==> src/rtl/key_conditioner_pkg.sv <==
// Shared types and sizing for the push-button conditioner: channel state
// encoding, counter widths and the prescaler period helper.
package key_pkg;

  typedef enum logic [2:0] {
    IDLE     = 3'd0,
    PRESS_DB = 3'd1,
    HELD     = 3'd2,
    LONG     = 3'd3,
    REL_DB   = 3'd4
  } key_state_t;

  localparam int DB_W   = 8;
  localparam int HOLD_W = 16;

  function automatic int calc_tick_cyc(input int clk_hz, input int tick_us);
    return (clk_hz / 1000000) * tick_us;
  endfunction

endpackage

==> src/rtl/key_conditioner_tick_gen.sv <==
// Shared prescaler: counts 0..TICK_CYC-1 and strobes tick on the last count,
// giving every key channel a common timing base.
module key_tick_gen #(
  parameter int TICK_CYC = 50000
) (
  input  logic clk,
  input  logic rst_n,
  output logic tick
);

  localparam int CW = (TICK_CYC > 1) ? $clog2(TICK_CYC) : 1;
  localparam logic [CW-1:0] LAST = CW'(TICK_CYC - 1);

  logic [CW-1:0] r_cnt;
  logic          w_tick;

  if (TICK_CYC < 2) begin : g_bad_tick
    $error("key_tick_gen: TICK_CYC must be at least 2");
  end

  assign w_tick = (r_cnt == LAST);
  assign tick   = w_tick;

  always_ff @(posedge clk or negedge rst_n) begin
    if (!rst_n) begin
      r_cnt <= '0;
    end else if (w_tick) begin
      r_cnt <= '0;
    end else begin
      r_cnt <= r_cnt + 1'b1;
    end
  end

endmodule

==> src/rtl/key_conditioner.sv <==
// N-channel push-button conditioner: 2-FF sync, tick-based debounce, press/
// release/long pulses. Auto-repeat is built only with KEY_CONDITIONER_REPEAT_EN.
module key_conditioner
  import key_pkg::*;
#(
  parameter int NUM_KEYS       = 5,
  parameter int CLK_HZ         = 50000000,
  parameter int TICK_US        = 1000,
  parameter int DEBOUNCE_TICKS = 20,
  parameter int LONG_TICKS     = 1000,
  parameter int REPEAT_TICKS   = 100,
  parameter int ACTIVE_HIGH    = 1
) (
  input  logic                clk,
  input  logic                rst_n,
  input  logic                enable,
  input  logic [NUM_KEYS-1:0] key_in,
  output logic [NUM_KEYS-1:0] key_level,
  output logic [NUM_KEYS-1:0] key_press,
  output logic [NUM_KEYS-1:0] key_release,
  output logic [NUM_KEYS-1:0] key_long,
  output logic [NUM_KEYS-1:0] key_repeat,
  output logic                tick
);

  localparam int TICK_CYC = calc_tick_cyc(CLK_HZ, TICK_US);
  localparam logic [DB_W-1:0]     DB_LAST   = DB_W'(DEBOUNCE_TICKS - 1);
  localparam logic [HOLD_W-1:0]   LONG_LAST = HOLD_W'(LONG_TICKS - 1);
  localparam logic [NUM_KEYS-1:0] INV_MASK  = (ACTIVE_HIGH != 0) ? '0 : '1;
`ifdef KEY_CONDITIONER_REPEAT_EN
  localparam logic [HOLD_W-1:0]   REP_LAST  = HOLD_W'(REPEAT_TICKS - 1);
`endif

  if (DEBOUNCE_TICKS < 1 || DEBOUNCE_TICKS > 255) begin : g_bad_db
    $error("key_conditioner: DEBOUNCE_TICKS must be 1..255");
  end
  if (LONG_TICKS < 1 || LONG_TICKS > 65535) begin : g_bad_long
    $error("key_conditioner: LONG_TICKS must be 1..65535");
  end
  if (REPEAT_TICKS < 1 || REPEAT_TICKS > 65535) begin : g_bad_rep
    $error("key_conditioner: REPEAT_TICKS must be 1..65535");
  end

  function automatic logic [HOLD_W-1:0] sat_inc(input logic [HOLD_W-1:0] v);
    return (v == '1) ? v : v + 1'b1;
  endfunction

  logic                w_tick;
  logic [NUM_KEYS-1:0] r_sync_p0;
  logic [NUM_KEYS-1:0] r_sync_p1;
  logic [NUM_KEYS-1:0] w_s;

  key_tick_gen #(
    .TICK_CYC (TICK_CYC)
  ) u_tick_gen (
    .clk   (clk),
    .rst_n (rst_n),
    .tick  (w_tick)
  );

  assign tick = w_tick;

  // p0/p1: metastability synchroniser, polarity normalised so 1 = pressed
  always_ff @(posedge clk or negedge rst_n) begin
    if (!rst_n) begin
      r_sync_p0 <= '0;
      r_sync_p1 <= '0;
    end else begin
      r_sync_p0 <= key_in;
      r_sync_p1 <= r_sync_p0;
    end
  end

  assign w_s = r_sync_p1 ^ INV_MASK;

  for (genvar g = 0; g < NUM_KEYS; g++) begin : g_ch
    key_state_t        r_state;
    key_state_t        w_state_nx;
    logic [DB_W-1:0]   r_db;
    logic [DB_W-1:0]   w_db_nx;
    logic [HOLD_W-1:0] r_hold;
    logic [HOLD_W-1:0] w_hold_nx;
    logic              r_from_long;
    logic              w_from_long_nx;
    logic              r_level;
    logic              r_press;
    logic              r_release;
    logic              r_long;
    logic              w_level_nx;
    logic              w_press_ev;
    logic              w_release_ev;
    logic              w_long_ev;
    logic              w_s_ch;
`ifdef KEY_CONDITIONER_REPEAT_EN
    logic              r_repeat;
    logic              w_repeat_ev;
`endif

    assign w_s_ch = w_s[g];

    always_ff @(posedge clk or negedge rst_n) begin
      if (!rst_n) begin
        r_state     <= IDLE;
        r_db        <= '0;
        r_hold      <= '0;
        r_from_long <= 1'b0;
        r_level     <= 1'b0;
        r_press     <= 1'b0;
        r_release   <= 1'b0;
        r_long      <= 1'b0;
`ifdef KEY_CONDITIONER_REPEAT_EN
        r_repeat    <= 1'b0;
`endif
      end else begin
        r_state     <= w_state_nx;
        r_db        <= w_db_nx;
        r_hold      <= w_hold_nx;
        r_from_long <= w_from_long_nx;
        r_level     <= w_level_nx;
        r_press     <= enable & w_press_ev;
        r_release   <= enable & w_release_ev;
        r_long      <= enable & w_long_ev;
`ifdef KEY_CONDITIONER_REPEAT_EN
        r_repeat    <= enable & w_repeat_ev;
`endif
      end
    end

    always_comb begin
      w_state_nx     = r_state;
      w_db_nx        = r_db;
      w_hold_nx      = r_hold;
      w_from_long_nx = r_from_long;
      case (r_state)
        IDLE: begin
          if (w_s_ch) begin
            w_state_nx = PRESS_DB;
            w_db_nx    = '0;
          end
        end
        PRESS_DB: begin
          if (!w_s_ch) begin
            w_state_nx = IDLE;
          end else if (w_tick) begin
            if (r_db >= DB_LAST) begin
              w_state_nx     = HELD;
              w_hold_nx      = '0;
              w_from_long_nx = 1'b0;
            end else begin
              w_db_nx = r_db + 1'b1;
            end
          end
        end
        HELD: begin
          if (!w_s_ch) begin
            w_state_nx     = REL_DB;
            w_db_nx        = '0;
            w_from_long_nx = 1'b0;
          end else if (w_tick) begin
            if (r_hold >= LONG_LAST) begin
              w_state_nx = LONG;
              w_hold_nx  = '0;
            end else begin
              w_hold_nx = sat_inc(r_hold);
            end
          end
        end
        LONG: begin
          if (!w_s_ch) begin
            w_state_nx     = REL_DB;
            w_db_nx        = '0;
            w_from_long_nx = 1'b1;
          end
`ifdef KEY_CONDITIONER_REPEAT_EN
          else if (w_tick) begin
            w_hold_nx = (r_hold >= REP_LAST) ? '0 : sat_inc(r_hold);
          end
`endif
        end
        REL_DB: begin
          // A bounce back to pressed resumes where the hold left off
          if (w_s_ch) begin
            w_state_nx = r_from_long ? LONG : HELD;
          end else if (w_tick) begin
            if (r_db >= DB_LAST) begin
              w_state_nx = IDLE;
            end else begin
              w_db_nx = r_db + 1'b1;
            end
          end
        end
        default: w_state_nx = IDLE;
      endcase
    end

    always_comb begin
      w_press_ev   = (r_state == PRESS_DB) && (w_state_nx == HELD);
      w_release_ev = (r_state == REL_DB)   && (w_state_nx == IDLE);
      w_long_ev    = (r_state == HELD)     && (w_state_nx == LONG);
      w_level_nx   = (w_state_nx == HELD) || (w_state_nx == LONG) ||
                     (w_state_nx == REL_DB);
`ifdef KEY_CONDITIONER_REPEAT_EN
      w_repeat_ev  = w_long_ev ||
                     ((r_state == LONG) && (w_state_nx == LONG) && w_tick &&
                      (r_hold >= REP_LAST));
`endif
    end

    assign key_level[g]   = r_level;
    assign key_press[g]   = r_press;
    assign key_release[g] = r_release;
    assign key_long[g]    = r_long;
`ifdef KEY_CONDITIONER_REPEAT_EN
    assign key_repeat[g]  = r_repeat;
`endif
  end

`ifndef KEY_CONDITIONER_REPEAT_EN
  assign key_repeat = '0;
`endif

endmodule
==> config.mk <==
export PLATFORM = sky130hd
export DESIGN_NAME = key_conditioner
export DESIGN_NICKNAME = d
export VERILOG_FILES = /design/src/rtl/key_conditioner_pkg.sv /design/src/rtl/key_conditioner_tick_gen.sv /design/src/rtl/key_conditioner.sv
export SDC_FILE = /design/constraint.sdc
export NUM_CORES = 1
export LEC_CHECK = 0
export CORE_ASPECT_RATIO = 0.7
export CORE_MARGIN = 2
export CORE_UTILIZATION = 44
export DETAILED_ROUTE_END_ITERATION = 6
export GPL_ROUTABILITY_DRIVEN = 0
export GPL_TIMING_DRIVEN = 1
export PLACE_DENSITY = 0.74
export SYNTH_ARGS = -nofsm -noshare
export SYNTH_HDL_FRONTEND = slang
export SYNTH_SLANG_ARGS = --single-unit
==> constraint.sdc <==
create_clock -name clk -period 2.1 [get_ports clk]
set_clock_uncertainty 0.05 [all_clocks]
set_input_delay 0.21 -clock clk [delete_from_list [all_inputs] [get_ports clk]]
set_output_delay 0.21 -clock clk [all_outputs]
set_load 0.02 [all_outputs]
Word-level counts from Yosys, hierarchy flattened. Cells that the tools add are included. Widths: inputs -> output; s select.

Bitwise gates (word level): 15. Muxes and demuxes: 171. Add/subtract/negate cells: 11. Reduce and logical (&&, ||, !) cells: 70. Magnitude comparators: 10. Eq/ne operators: 96.

Operators with widths (number): $mux 16 (36); $mux 8 (30); $mux 3 (55); $pmux 16 s2 (5); $pmux 8 s4 (5); $ne 2x2->1 const B (50); $add 16x1->16 const B (6); $eq 16x16->1 const B (6); $ge 16x10->1 const B (5); $pmux 3 s5 (5); $eq 3x2->1 const B (20); $add 8x1->8 const B (5); $ge 8x5->1 const B (5); $reduce_and 7->1 (5); $eq 3x3->1 const B (10); $logic_not 3->1 (10); $mux 1 (30); $reduce_and 6->1 (5); $reduce_and 5->1 (5); $reduce_bool 4->1 (5); $and 1x1->1 (15); $eq 3x1->1 const B (5); $logic_and 1x1->1 (15); $ne 3x3->1 const B (5); 5 further kinds (30).

Flip-flop bits (word level): 186. Output and inout bits: 26. Word-level logic and storage cells: 416. Input port bits: 8.

Depth between registers and ports, before layout. Gate-level depths: netlist (run 1).

Word-level depth: 8. Depth in mapped cells: 10. Depth with buffers taken out: 8.

Hierarchy. A second synthesis (run 1) with hierarchy kept.

Cell total of the unflattened synthesis: 978. Area total of the unflattened synthesis: 9399.0 um2.

By module, submodules not included: key_conditioner (area an instance 8634.5 um2, sequential area each 4254.1 um2, cells each 911, times used 1); key_tick_gen (area an instance 764.5 um2, sequential area each 400.4 um2, cells each 67, times used 1).

Worst setup path after synthesis (run 1). OpenSTA, ideal clock, no wires.

Kind: reg2reg. Start point: register g_ch[4].r_hold[0]. End point: register g_ch[4].r_hold[7]. Period minus slack after synthesis: 2077 ps. Cell stages (with the launch flop): 8. Data required time: 1954 ps. Path slack: 23 ps. Arrival: 1931 ps. Buffers on the path: 0. Setup time: 96 ps. Cells stage by stage: dfrtp_1 -> ha_1 -> a211o_1 -> nand3_1 -> nand3_1 -> nor3_1 -> nand2_1 -> o31ai_1.

Cells in the longest elaborated chain, start to end: 6. Elaborated cells on any way between the ends: 10. Those cells by class: add/sub: 1; order compare: 1; eq/ne: 2; mux: 5; reduce/logical: 1.

RTL lines: start, declared (line key_conditioner.sv:81) `logic [HOLD_W-1:0] r_hold;`; start signal, assigned (line key_conditioner.sv:117) `r_hold <= w_hold_nx;`; $add 16x1->16 (line key_conditioner.sv:45) `return (v == '1) ? v : v + 1'b1;`; $mux 16 (line key_conditioner.sv:45); $mux 16 (line key_conditioner.sv:160) `if (r_hold >= LONG_LAST) begin`; $mux 16 (line key_conditioner.sv:159) `end else if (w_tick) begin`; $mux 16 (line key_conditioner.sv:155) `if (!w_s_ch) begin`; $pmux 16 s2 (line key_conditioner.sv:134) `case (r_state)`.

Parallel ways exist; a longest one is shown, timed or not. The select of a mux whose other input is x is not followed. A chain may end at the register's enable or synchronous reset.

Final worst setup path (run 1).
Start point: register u_tick_gen.r_cnt[11]. End point: register g_ch[4].r_hold[11].

Cells in the longest elaborated chain, start to end: 3. Elaborated cells on any way between the ends: 4. Those cells by class: eq/ne: 3; reduce/logical: 1.

RTL lines: start, declared (line key_conditioner_tick_gen.sv:14) `logic [CW-1:0] r_cnt;`; start signal, assigned (line key_conditioner_tick_gen.sv:30) `r_cnt <= r_cnt + 1'b1;`; $eq 16x16->1 * (line key_conditioner_tick_gen.sv:21) `assign w_tick = (r_cnt == LAST);`; $ne 2x2->1 (no line); $reduce_and 7->1 (no line) *.

Every way passes the cells marked *; elsewhere a longest branch is shown, timed or not.

==> results.py, run 1 <==
metrics = {
    "job": {
        "maxCapViolCount": 0,
    },
    "pwr": {
        "p_switching_uw": 1650,
        "p_comb_share_pct": 4.5,
        "intPower_uw": 5350,
        "p_leak_uw": 0.00527,
        "powerDensity_nw_per_um2": 604,
        "seqPwrFrac_pct": 51.7,
        "vdd_ir_drop_max_uv": 506,
        "switching_share_pct": 23.5,
        "clkPwrFrac_pct": 43.8,
    },
    "synthesis": {
        "netlist.area_leader.share_pct": 49.9,
        "ys_warn_count": 0,
        "yosys-top-cells-area": "dfrtp_1, nor2_1, o21ai_0, nand2_1, nand3_1",
        "syn-cell-area_sq_um": 9330,
        "syn_area_per_cell_sq_um": 9.53,
        "yosys.area.top_type": "dfrtp_1",
        "yosys_register_bits": 186,
        "synth.most_common_cell": "dfrtp_1",
        "synthCells": 978,
        "yosysSeqAreaShare_pct": 49.9,
        "ys_types": 76,
        "synth_ff_type": "dfrtp_1",
        "synth.top_cells.by_count": "dfrtp_1, nor2_1, nand2_1, o21ai_0, nand3_1",
        "synth_edf_count": 0,
        "postSynth.asyncResetShare_pct": 100,
    },
    "finish": {
        "area_growth_syn_to_layout_pct": 24.3,
        "final_nets": 1092,
        "layout-drive-gt1-share_pct": 23.7,
        "fill_cells": 1704,
        "stdcell_area_sq_um": 11600,
        "diodes": 0,
    },
    "routing": {
        "routed_wl_um": 20800,
        "first_iter_violations": 560,
        "viasPerCell": 5.59,
        "drt.antenna.violating_nets": 0,
        "drc": 0,
        "dr.pass1.iters": 5,
        "vias": 7603,
        "wl_per_cell_um": 15.3,
    },
    "global_routing": {
        "grt_pass1_wl_um": 33800,
        "antenna_found_initial": 0,
        "grtUsageTotal_pct": 18.5,
        "grt_max_degree": 61,
        "grt_overflow": 0,
        "grt_pass1_vias": 6958,
    },
    "clock_tree": {
        "cts_buffer_depth": 2,
        "cts.htree.levels": 4,
        "clk_pin_slew_ns": 0.07,
        "cts_buffers": 17,
        "clkLatencyLatePin_ns": 0.44,
        "cts-root-buf": "clkbuf_16",
        "cts_tree": "yes",
        "cts.sinks": 186,
    },
    "critical_path": {
        "r2r_end": "g_ch[4].r_hold[11]$_DFFE_PN0P_",
        "rr_worst_depth": 7,
        "arrival_ns": 2.40,
        "timing.critical_path.from_type": "flip-flop",
        "critPathMaxStageDelay_ns": 0.44,
        "cp_max_fo": 7,
        "path_cells": "nor4b_4 -> nand4b_4 -> buf_6 -> buf_6 -> or3_4 -> nor2_4 -> nor2_1",
        "worstPathRequired_ns": 2.38,
        "setup.worst_path.end_class": "flip-flop",
        "crit_path_frequent_cell": "buf_6",
        "cp_slowest_cell": "or3_4",
        "rr_startpoint": "u_tick_gen.r_cnt[11]$_DFF_PN0_",
        "crit_type": "flip-flop to flip-flop",
        "reg2reg_slack_ns": -0.03,
    },
    "place": {
        "dpl_cell_area_sq_um": 10300,
        "port_buffers": 28,
        "hpwl_um": 13600,
    },
    "status": {
        "violations": "setup timing",
        "status": "finished with violations",
    },
    "sta": {
        "max_freq_mhz": 470,
        "timing.final.crit_share_pct": 101,
        "setup_viol_count_final": 9,
        "whs_ns": 0.150,
        "finalWorstSetupSlack_ns": -0.0273,
        "hold_violations": 0,
        "min_period_ns": 2.13,
        "slew_violations": 0,
        "rsz0062_at_grt": "yes",
    },
    "floorplanning": {
        "io_pins": 34,
        "initial_utilization_pct": 44.9,
        "die_w_um": 178,
        "die_h_um": 126,
        "row_count": 44,
        "die_area_sq_um": 22400,
        "placeableCoreArea_sq_um": 20800,
    },
    "worst_hold_path": {
        "hold_path_class": "input port to async pin",
    },
}
worst max-delay path: cells and delay by family (launching register included):
family	cells	cell delay, ns
buffers and inverters	2	0.28
and+or+nand+nor	5	1.25
DFF	1	0.41
worst max-delay path by stage:
stage                                               from                             end  cells after the start
after floorplan            g_ch[4].r_hold[0]$_DFFE_PN0P_   g_ch[4].r_hold[7]$_DFFE_PN0P_                      7
final                     u_tick_gen.r_cnt[11]$_DFF_PN0_  g_ch[4].r_hold[11]$_DFFE_PN0P_                      7
after detailed placement   u_tick_gen.r_cnt[4]$_DFF_PN0_   g_ch[4].r_hold[9]$_DFFE_PN0P_                      6
after global placement     u_tick_gen.r_cnt[4]$_DFF_PN0_  g_ch[4].r_hold[10]$_DFFE_PN0P_                      6
after global routing         g_ch[4].r_db[0]$_DFFE_PN0P_   g_ch[4].r_hold[9]$_DFFE_PN0P_                      8
after CTS                  u_tick_gen.r_cnt[4]$_DFF_PN0_   g_ch[4].r_hold[0]$_DFFE_PN0P_                      8
power groups by stage:
stage | Clock [uW] | Sequential (uW) | Combinational (uW)
after floorplan | 0 | 3670 | 148
after CTS | 3140 | 3620 | 291
after global placement | 0 | 3690 | 284
after detailed placement | 0 | 3690 | 287
final | 3070 | 3620 | 314
after global routing | 3290 | 3620 | 352
state kept, by name (all words and copies together), names as in the netlist:
register          flops
u_tick_gen.r_cnt     16
g_ch.r_level          5
g_ch.r_db            40
r_sync_p0             5
g_ch.r_press          5
r_sync_p1             5
g_ch.r_long           5
g_ch.r_state         15
g_ch.r_release        5
g_ch.r_from_long      5
g_ch.r_hold          80
repair_timing:
| action | in CTS | in global routing |
|---|---|---|
| setup endpoints to repair | 49 | 96 |
| gates resized for setup | 16 | 132 |
| pin swaps | 3 | 50 |
| buffers inserted | 3 | 14 |
| hold buffers | 1 | 0 |
| hold endpoints to repair | 186 | 0 |
| gates cloned | 0 | 4 |
cell families (layout without fill, tap and decap cells):
group,Yosys count,in the layout,share of synthesized area [%]
and+or+nand+nor,435,436,24.6
AOI/OAI and AO/OA,233,233,16.2
DFF,186,186,49.9
buffers and inverters,82,184,4.75
xor gates and xnor gates,21,21,1.97
adders and majority gates,11,11,1.48
muxes,9,9,1.02
other,1,5,0.0402
through the flow:
| stage | setup TNS, ns | instances | total power [uW] | setup WS (ns) | util [%] |
|---|---|---|---|---|---|
| after floorplan | 0 | 982 | 3820 | 0.0232 | - |
| after global placement | -0.131 | 1309 | 3970 | -0.0215 | 49.6 |
| after detailed placement | -1.12 | 1309 | 3970 | -0.0994 | 49.6 |
| after CTS | -0.0246 | 1344 | 7050 | -0.0246 | 52.6 |
| after global routing | -1.88 | 1361 | 7260 | -0.0994 | 55.9 |
| final | -0.174 | 1361 | 7000 | -0.0273 | 55.9 |
metal layers:
layer  part of all wire (%)  wire length [um]  track usage, %
met5                      0                 0               0
met4                    1.2               252            4.82
met3                    4.5               936            3.80
met2                     44              9120            26.2
met1                     50             10500            28.5
cells in the final DEF (no fill, tap or decap), types with 6 or more instances in the layout:
| master | synthesis | final |
|---|---|---|
| a21oi_1 | 40 | 34 |
| a21oi_2 | 1 | 6 |
| a31oi_1 | 22 | 22 |
| a41oi_1 | 11 | 10 |
| and2_1 | 22 | 22 |
| and3_1 | 28 | 27 |
| and4_1 | 8 | 8 |
| buf_4 | 27 | 87 |
| buf_6 | 3 | 11 |
| clkbuf_16 | 0 | 20 |
| clkdlybuf4s50_1 | 0 | 26 |
| dfrtp_1 | 186 | 186 |
| ha_1 | 11 | 10 |
| inv_1 | 16 | 16 |
| nand2_1 | 77 | 66 |
| nand2_2 | 0 | 11 |
| nand2b_1 | 17 | 16 |
| nand3_1 | 44 | 44 |
| nand4_1 | 11 | 11 |
| nor2_1 | 118 | 112 |
| nor2_2 | 3 | 6 |
| nor2b_1 | 33 | 31 |
| nor3_1 | 23 | 16 |
| nor3_2 | 4 | 8 |
| nor3_4 | 3 | 6 |
| nor4_1 | 7 | 6 |
| o21ai_0 | 61 | 40 |
| o21ai_1 | 14 | 21 |
| o21ai_2 | 0 | 14 |
| o31ai_1 | 28 | 13 |
| o31ai_2 | 1 | 15 |
| or3_1 | 10 | 6 |
| xnor2_1 | 8 | 8 |
| xor2_1 | 13 | 13 |
final cells by class:
class                      instances  area (sq um)  share of cell area, %
inverter                          17          66.3                  0.572
tap                              276           345                   2.98
multi-input combinational        715          4710                   40.6
sequential                       186          4650                   40.1
timing repair buffer             136          1270                   10.9
clock inverter                    12           118                   1.01
clock buffer                      19           433                   3.73
No activity file was read; power rests on OpenSTA's default activity.
==> run 2: changes to the inputs <==
- CAP_MARGIN: unset -> 20
==> results of run 2 <==
Same layout as run 1: the final DEF is identical, and so are final timing and power.
